<file path="src/rtl/ifetch_if.sv">
// ifetch_if: instruction-memory read bus between the fetch stage and imem.
// A request is held until acked; rdata is valid in the ack cycle.
interface ifetch_if #(
  parameter int AW = 16,
  parameter int DW = 32
);
  logic          im_req;
  logic [AW-1:0] im_addr;
  logic          im_ack;
  logic [DW-1:0] im_rdata;

  modport master (
    output im_req,
    output im_addr,
    input  im_ack,
    input  im_rdata
  );

  modport slave (
    input  im_req,
    input  im_addr,
    output im_ack,
    output im_rdata
  );
endinterface

</file>
<file path="src/rtl/ifetch.sv">
// ifetch: SISC fetch stage -- PC, imem req/ack and prefetch queue.
// Define IFETCH_PREFETCH_EN for a 2-deep queue (1-deep otherwise).
module ifetch #(
  parameter int AW = 16,
  parameter int DW = 32
) (
  input  logic          clk,
  input  logic          rst_f,
  ifetch_if.master      im,
  output logic          fetch_valid,
  output logic [DW-1:0] read_data,
  output logic [AW-1:0] fetch_pc,
  input  logic          ir_load,
  input  logic          br_load,
  input  logic [AW-1:0] br_addr
);

`ifdef IFETCH_PREFETCH_EN
  localparam int D = 2;
`else
  localparam int D = 1;
`endif

  localparam logic [1:0] IDLE = 2'd0;
  localparam logic [1:0] REQ  = 2'd1;
  localparam logic [1:0] DROP = 2'd2;

  localparam logic [AW-1:0] ONE = {{(AW-1){1'b0}}, 1'b1};

  logic [1:0]    state;
  logic [1:0]    state_n;
  logic [AW-1:0] pc;
  logic [AW-1:0] pc_n;
  logic [AW-1:0] addr;
  logic [AW-1:0] addr_n;
  logic [1:0]    count;
  logic [1:0]    count_n;
  logic [1:0]    wr_idx;
  logic          push;
  logic          pop;
  logic          free;

  logic [DW-1:0] q_data [D];
  logic [AW-1:0] q_pc   [D];
  logic [DW-1:0] qd_n   [D];
  logic [AW-1:0] qp_n   [D];

  assign push   = (state == REQ) && im.im_ack && !br_load;
  assign pop    = ir_load && fetch_valid && !br_load;
  assign wr_idx = count - {1'b0, pop};

  always_comb begin
    count_n = count + {1'b0, push} - {1'b0, pop};
    if (br_load) begin
      count_n = '0;
    end
  end

  assign free = count_n < 2'(D);

  always_comb begin
    pc_n = pc;
    if (br_load) begin
      pc_n = br_addr;
    end else if (push) begin
      pc_n = pc + ONE;
    end
  end

  // DROP keeps the squashed address on the bus until its ack retires it
  always_comb begin
    state_n = state;
    unique case (state)
      IDLE: begin
        if (free) begin
          state_n = REQ;
        end
      end
      REQ: begin
        if (im.im_ack) begin
          state_n = free ? REQ : IDLE;
        end else if (br_load) begin
          state_n = DROP;
        end
      end
      DROP: begin
        if (im.im_ack) begin
          state_n = free ? REQ : IDLE;
        end
      end
      default: state_n = IDLE;
    endcase
  end

  always_comb begin
    addr_n = addr;
    if (state_n == REQ) begin
      addr_n = pc_n;
    end
  end

  always_comb begin
    for (int i = 0; i < D; i++) begin
      qd_n[i] = q_data[i];
      qp_n[i] = q_pc[i];
    end
    if (pop) begin
      for (int i = 0; i < D - 1; i++) begin
        qd_n[i] = q_data[i+1];
        qp_n[i] = q_pc[i+1];
      end
    end
    if (push) begin
      for (int i = 0; i < D; i++) begin
        if (wr_idx == 2'(i)) begin
          qd_n[i] = im.im_rdata;
          qp_n[i] = pc;
        end
      end
    end
  end

  always_ff @(posedge clk or negedge rst_f) begin
    if (!rst_f) begin
      state <= IDLE;
      pc    <= '0;
      addr  <= '0;
      count <= '0;
      for (int i = 0; i < D; i++) begin
        q_data[i] <= '0;
        q_pc[i]   <= '0;
      end
    end else begin
      state <= state_n;
      pc    <= pc_n;
      addr  <= addr_n;
      count <= count_n;
      for (int i = 0; i < D; i++) begin
        q_data[i] <= qd_n[i];
        q_pc[i]   <= qp_n[i];
      end
    end
  end

  assign im.im_req   = (state != IDLE);
  assign im.im_addr  = addr;
  assign fetch_valid = (count != 2'd0);
  assign read_data   = q_data[0];
  assign fetch_pc    = q_pc[0];

endmodule

</file>
<file path="src/flat_wrapper.sv">
// flat-port wrapper written by rule: the top's interface ports become plain ports
module ifetch_flat 
#(
  parameter int AW = 16,
  parameter int DW = 32
)
  (clk, rst_f, fetch_valid, read_data, fetch_pc, ir_load, br_load, br_addr, im_im_req, im_im_addr, im_im_ack, im_im_rdata);
  ifetch_if #(.AW(AW), .DW(DW)) im_i ();
  input  logic clk;
  input  logic rst_f;
  output logic fetch_valid;
  output logic [DW-1:0] read_data;
  output logic [AW-1:0] fetch_pc;
  input  logic ir_load;
  input  logic br_load;
  input  logic [AW-1:0] br_addr;
  output wire logic [$bits(im_i.im_req)-1:0] im_im_req;
  output wire logic [$bits(im_i.im_addr)-1:0] im_im_addr;
  input wire logic [$bits(im_i.im_ack)-1:0] im_im_ack;
  input wire logic [$bits(im_i.im_rdata)-1:0] im_im_rdata;
  assign im_im_req = im_i.im_req;
  assign im_im_addr = im_i.im_addr;
  assign im_i.im_ack = im_im_ack;
  assign im_i.im_rdata = im_im_rdata;
  ifetch #(.AW(AW), .DW(DW)) u_core (.clk(clk), .rst_f(rst_f), .im(im_i), .fetch_valid(fetch_valid), .read_data(read_data), .fetch_pc(fetch_pc), .ir_load(ir_load), .br_load(br_load), .br_addr(br_addr));
endmodule
</file>
<file path="config.mk">
export PLATFORM = sky130hd
export DESIGN_NAME = ifetch_flat
export DESIGN_NICKNAME = d
export VERILOG_FILES = /design/src/rtl/ifetch_if.sv /design/src/rtl/ifetch.sv /design/src/flat_wrapper.sv
export SDC_FILE = /design/constraint.sdc
export NUM_CORES = 1
export LEC_CHECK = 0
export CORE_MARGIN = 1
export CORE_UTILIZATION = 50
export DETAILED_ROUTE_END_ITERATION = 10
export PLACE_DENSITY_LB_ADDON = 0.12
export RECOVER_POWER = 25
export SLEW_MARGIN = 10
export SYNTH_ARGS = -nofsm -noshare
export SYNTH_HDL_FRONTEND = slang
export SYNTH_SLANG_ARGS = --single-unit
export TNS_END_PERCENT = 100
</file>
<file path="constraint.sdc">
create_clock -name clk -period 6.3 [get_ports clk]
set_input_delay 0.945 -clock clk [delete_from_list [all_inputs] [get_ports clk]]
set_output_delay 0.945 -clock clk [all_outputs]
set_load 0.01 [all_outputs]
</file>
=== Word level (Yosys, flattened, before mapping) ===
Cells that the tools add are included.
W data, S select, Z words.

* Add/sub/neg operators: 4
* Multipliers: 0
* Div/mod/pow operators: 0
* Order comparisons: 1
* Equal/unequal tests: 3
* Shift-type cells: 0
* Muxes and demuxes: 9
* Bitwise logic cells: 0
* Reduce and logical (&&, ||, !) cells: 10

{| class="wikitable"
|+ Operators by type and width
! cell !! count
|-
| $mux W16 || 2
|-
| $add A16 B1 Y16 const B || 1
|-
| $mux W2 || 5
|-
| $pmux W2 S3 || 1
|-
| $eq A2 B1 Y1 const B || 2
|-
| $logic_and A1 B1 Y1 || 4
|-
| $logic_not A2 Y1 || 2
|-
| $reduce_bool A2 Y1 || 2
|-
| $sub A2 B1 Y2 || 2
|-
| $add A2 B1 Y2 || 1
|-
| $eq A2 B2 Y1 const B || 1
|-
| $lt A2 B1 Y1 const B || 1
|-
| $reduce_and A2 Y1 || 1
|-
| $logic_not A1 Y1 || 1
|-
| $mux W1 || 1
|}

* Register bits: 84
* Bits in latches: 0
* RAM bits: 0
* ROM bits: 0
* Word-level logic and storage cells: 33
* Memories kept: 0

=== Logic depth before layout (Yosys ltp) ===
* Depth after elaboration: 11
* Depth in mapped cells: 12

=== Worst setup path after synthesis ===
OpenSTA, ideal clock, no wires.

* Path type: input-to-reg
* Start: input br_load
* End: register u_core.addr[0], in the netlist u_core.im.im_addr[0]
* Arrival: 3,155 ps
* Data required time: 6,175 ps
* Setup slack: 3,020 ps
* Cell stages on the path: 11
* Path buffers: 2
* Path through: buf_6 inv_1 and3_1 ha_1 inv_1 ha_1 nor2b_1 and2_1 a2111oi_2 buf_2 mux2_2

* Cells in the longest elaborated chain, start to end: 10
* Elaborated cells between the ends (all ways): 16
* Those cells by class: add/sub: 2; order compare: 1; eq/ne: 1; mux: 9; reduce/logical: 3

{| class="wikitable"
|+ Ends and longest elaborated chain
! what !! RTL line !! text
|-
| from (decl) || flat_wrapper.sv:15 || <nowiki>input logic br_load;</nowiki>
|-
| $logic_not A1 Y1 || ifetch.sv:48, ifetch.sv:49 ||
|-
| $logic_and A1 B1 Y1 || ifetch.sv:48 || <nowiki>assign push = (state == REQ) && im.im_ack && !br_load;</nowiki>
|-
| $add A2 B1 Y2 || ifetch.sv:53 || <nowiki>count_n = count + {1'b0, push} - {1'b0, pop};</nowiki>
|-
| $sub A2 B1 Y2 || ifetch.sv:53 ||
|-
| $mux W2 * || ifetch.sv:54 || <nowiki>if (br_load) begin</nowiki>
|-
| via u_core.count_n[0] || ifetch.sv:37 || <nowiki>logic [1:0] count_n;</nowiki>
|-
| $lt A2 B1 Y1 * || ifetch.sv:59 || <nowiki>assign free = count_n < 2'(D);</nowiki>
|-
| $mux W1 || ifetch.sv:81, ifetch.sv:88 ||
|-
| $mux W2 (on tied branches) || ifetch.sv:87, ifetch.sv:80 ||
|-
| $pmux W2 S3 * || ifetch.sv:73 || <nowiki>unique case (state)</nowiki>
|-
| $eq A2 B1 Y1 * || ifetch.sv:97 || <nowiki>if (state_n == REQ) begin</nowiki>
|-
| to (signal assigned) || ifetch.sv:136 || <nowiki>addr <= addr_n;</nowiki>
|-
| to (decl) || ifetch.sv:34 || <nowiki>logic [AW-1:0] addr;</nowiki>
|}

The timed path passes the listed nets; every way through them passes the cells marked *.
A chain may end at the register's enable or synchronous reset.

=== Final worst setup path ===
* Start: input br_load
* End: register u_core.addr[15], in the netlist u_core.im.im_addr[15]

Same word-level chain as after synthesis.

==> metrics.csv <==
stage,metric,value,unit
logic_synthesis,most numerous cell in the Yosys netlist,dfrtp_1,
floorplanning,core footprint,6940,µm²
route,"wirelength, routed",7800,µm
sta,min Tclk post-route,4.28,ns
placement,RD Place Congestion,0.804,
global_routing,number of global-route vias before repair,2560,
floorplanning,height of the die,87.6,µm
sta,Setup Skew,0.0120,ns
route,# DRC,0,
clock_tree,CTS tree,done,
clock_tree,clk sinks,84,
route,DRT antenna net count,0,
run_status,status,"complete, no violations",
clock_tree,clk_lat worst skew,0.34,ns
sta,Max Slew Vio Count,0,
global_routing,initial antenna violation count,0,
logic_synthesis,share of the synthesized area in the top cell type,57.4,%
global_routing,largest net degree at the start of global routing,85,
setup_path,Worst Path Max Fanout,34,
clock_tree,clock-pin transition on the worst setup and hold timing paths,0.07,ns
logic_synthesis,Syn Inst Count,279,
finish,filler instances,471,
placement,pre-CTS setup slack,1.68,ns
route,Vias,2564,
sta,fmax,0.234,GHz
finish,Area Growth Syn to Fin,40.0,%
power_and_ir_drop,Lkg Pwr,2.20,nW
sta,Final setup viols,0,
clock_tree,Max clock buf depth,2,
logic_synthesis,"EDFF count, synth",0,
route,Avg WL per Cell,15.5,µm
power_and_ir_drop,Max VDD drop,0.239,mV
logic_synthesis,register area share after synthesis,57.4,%
placement,port bufs,118,
global_routing,GRT Total Usage,21.6,%
finish,Nets,459,
logic_synthesis,Post-Syn Area,3660,µm²
sta,Fin. Hold Viols,0,
hold_path,Hold WC Path Type,flip-flop to flip-flop,
logic_synthesis,ys async rst share,100,%
route,initial drt markers,86,
logic_synthesis,top post-synthesis cells by count,"dfrtp_1, mux2_2, nand2_1",
setup_path,kind of critical path,input pin to flip-flop,
sta,Worst-Margin Slew,1.03,ns
floorplanning,Starting Density,52.8,%
floorplanning,IO Count,119,
power_and_ir_drop,PD cells,437,nW/µm²
route,Pre-antenna DRT Iters,4,
sta,Final WS setup,2.02,ns
clock_tree,root buffer selected by CTS,clkbuf_8,
sta,final setup TNS,0,ns
job,max_cap viols,0,
clock_tree,# hold bufs at CTS,0,
power_and_ir_drop,total power,2.24,mW
floorplanning,row cnt,30,
route,Vias/cell,5.11,
logic_synthesis,Yosys cell types,41,
logic_synthesis,Syn Nets,337,
clock_tree,H-tree levels,3,
global_routing,first-pass GRT wire length,12500,µm
global_routing,total gr overflow,0,
placement,DP Wirelength,5640,µm
logic_synthesis,synth top area cells,"dfrtp_1, mux2_2, o21ai_0, ha_1, nand2_1",
sta,final worst-path cycle share,68.0,%
setup_path,WP data required,6.52,ns
clock_tree,post-CTS sizing,0,
logic_synthesis,"flops & latches, synth",84,
setup_path,R2R Setup Slk,2.91,ns
logic_synthesis,Syn Area/Cell,13.1,µm²
logic_synthesis,Synth Flop Type,dfrtp_1,
floorplanning,Die Wd,87.6,µm
sta,RSZ-0062 raised after global routing,false,
clock_tree,cts bufs inserted,9,
setup_path,Worst setup EP type,flip-flop,
floorplanning,die area,7670,µm²
finish,Antenna Cells,0,
setup_path,crit path DAT,4.50,ns
clock_tree,Post-CTS Setup Inserts,0,
logic_synthesis,YS warnings,0,
logic_synthesis,"area leader, netlist",dfrtp_1,
finish,layout cells sized above 1,23.2,%
setup_path,Worst setup SP type,input pin,
sta,Rel. slew slack,31.4,%
-- final timing paths --
path / from / end / cells past startpoint
min: u_core.fetch_pc[11]$_DFFE_PN0P_ / u_core.fetch_pc[11]$_DFFE_PN0P_ / 2
max in group asynchronous: rst_f / u_core.state[0]$_DFF_PN0_ / 1
max reg2reg: u_core.count[1]$_DFF_PN0_ / u_core.im.im_addr[15]$_DFFE_PN0N_ / 10
min in group asynchronous: rst_f / u_core.im.im_addr[11]$_DFFE_PN0N_ / 1
min reg2reg: u_core.fetch_pc[11]$_DFFE_PN0P_ / u_core.fetch_pc[11]$_DFFE_PN0P_ / 2
max: br_load / u_core.im.im_addr[15]$_DFFE_PN0N_ / 12
-- layer usage --
metal  GRT usage, %  up-vias  wire length [µm]
li1               -     1226                 -
met1           28.3     1262              3380
met2           35.4       67              3970
met3           4.15        9               362
met4           9.09        0                83
met5              0        -                 0
-- cell type report --
class	instances	area, µm²	area share [%]
clock inverter	6	46.3	0.902
tap	96	120	2.34
inverter	9	33.8	0.659
timing repair buffer	121	1200	23.4
clock buffer	10	138	2.68
sequential	84	2100	41.0
multi-input combinational	176	1490	29.0
-- metrics by stage --
stage	hold slack, ns	cell area [µm²]	cells	utilization, %
floorplan	0.456	3660	279	-
global placement	0.469	4950	486	71.2
detailed placement	0.478	4950	486	71.2
CTS	0.495	5130	502	73.9
global route	0.525	5130	502	73.9
finish	0.489	5130	502	73.9
-- where the power goes --
group	switching (mW)	internal (mW)
sequential	0.130	0.765
clock	0.192	0.157
combinational	0.377	0.623
total	0.699	1.55
-- sequential cells by signal, summed over array words and instances (netlist names) --
signal,cells
u_core.count,2
u_core.fetch_pc,16
u_core.im.im_addr,16
u_core.pc,16
u_core.read_data,32
u_core.state,2
-- cell usage in the layout, fill, tap and decap left out, types with 6 or more instances in the layout --
cell             instances
clkdlybuf4s50_1        117
clkbuf_8                10
dfrtp_1                 84
nor2_1                  11
o21ai_0                 13
inv_1                    9
nand2_1                 15
nand3_1                  6
mux2_2                  61
xnor2_1                  6
nor3_1                   6
-- worst max-delay path: stages --
cell and delay (ns):
clkdlybuf4s50_1 0.45, buf_4 0.31, inv_1 0.22, and3_1 0.26, ha_1 0.29, inv_1 0.04
ha_1 0.28, nor2b_1 0.14, and2_1 0.17, a2111oi_4 0.71, buf_4 0.32, mux2_2 0.35
-- logic make-up (layout without fill, tap and decap cells) --
logic type                 after synthesis  after routing  share of synthesized area, %
adders and majority gates                5              5                          1.71
buffers and inverters                   19            146                          2.46
AOI/OAI and AO/OA                       27             27                          4.44
muxes                                   68             68                          20.9
xor gates and xnor gates                12             12                          3.24
DFF                                     84             84                          57.4
and+or+nand+nor                         64             64                          9.84
(Power assumes the default switching activity.)
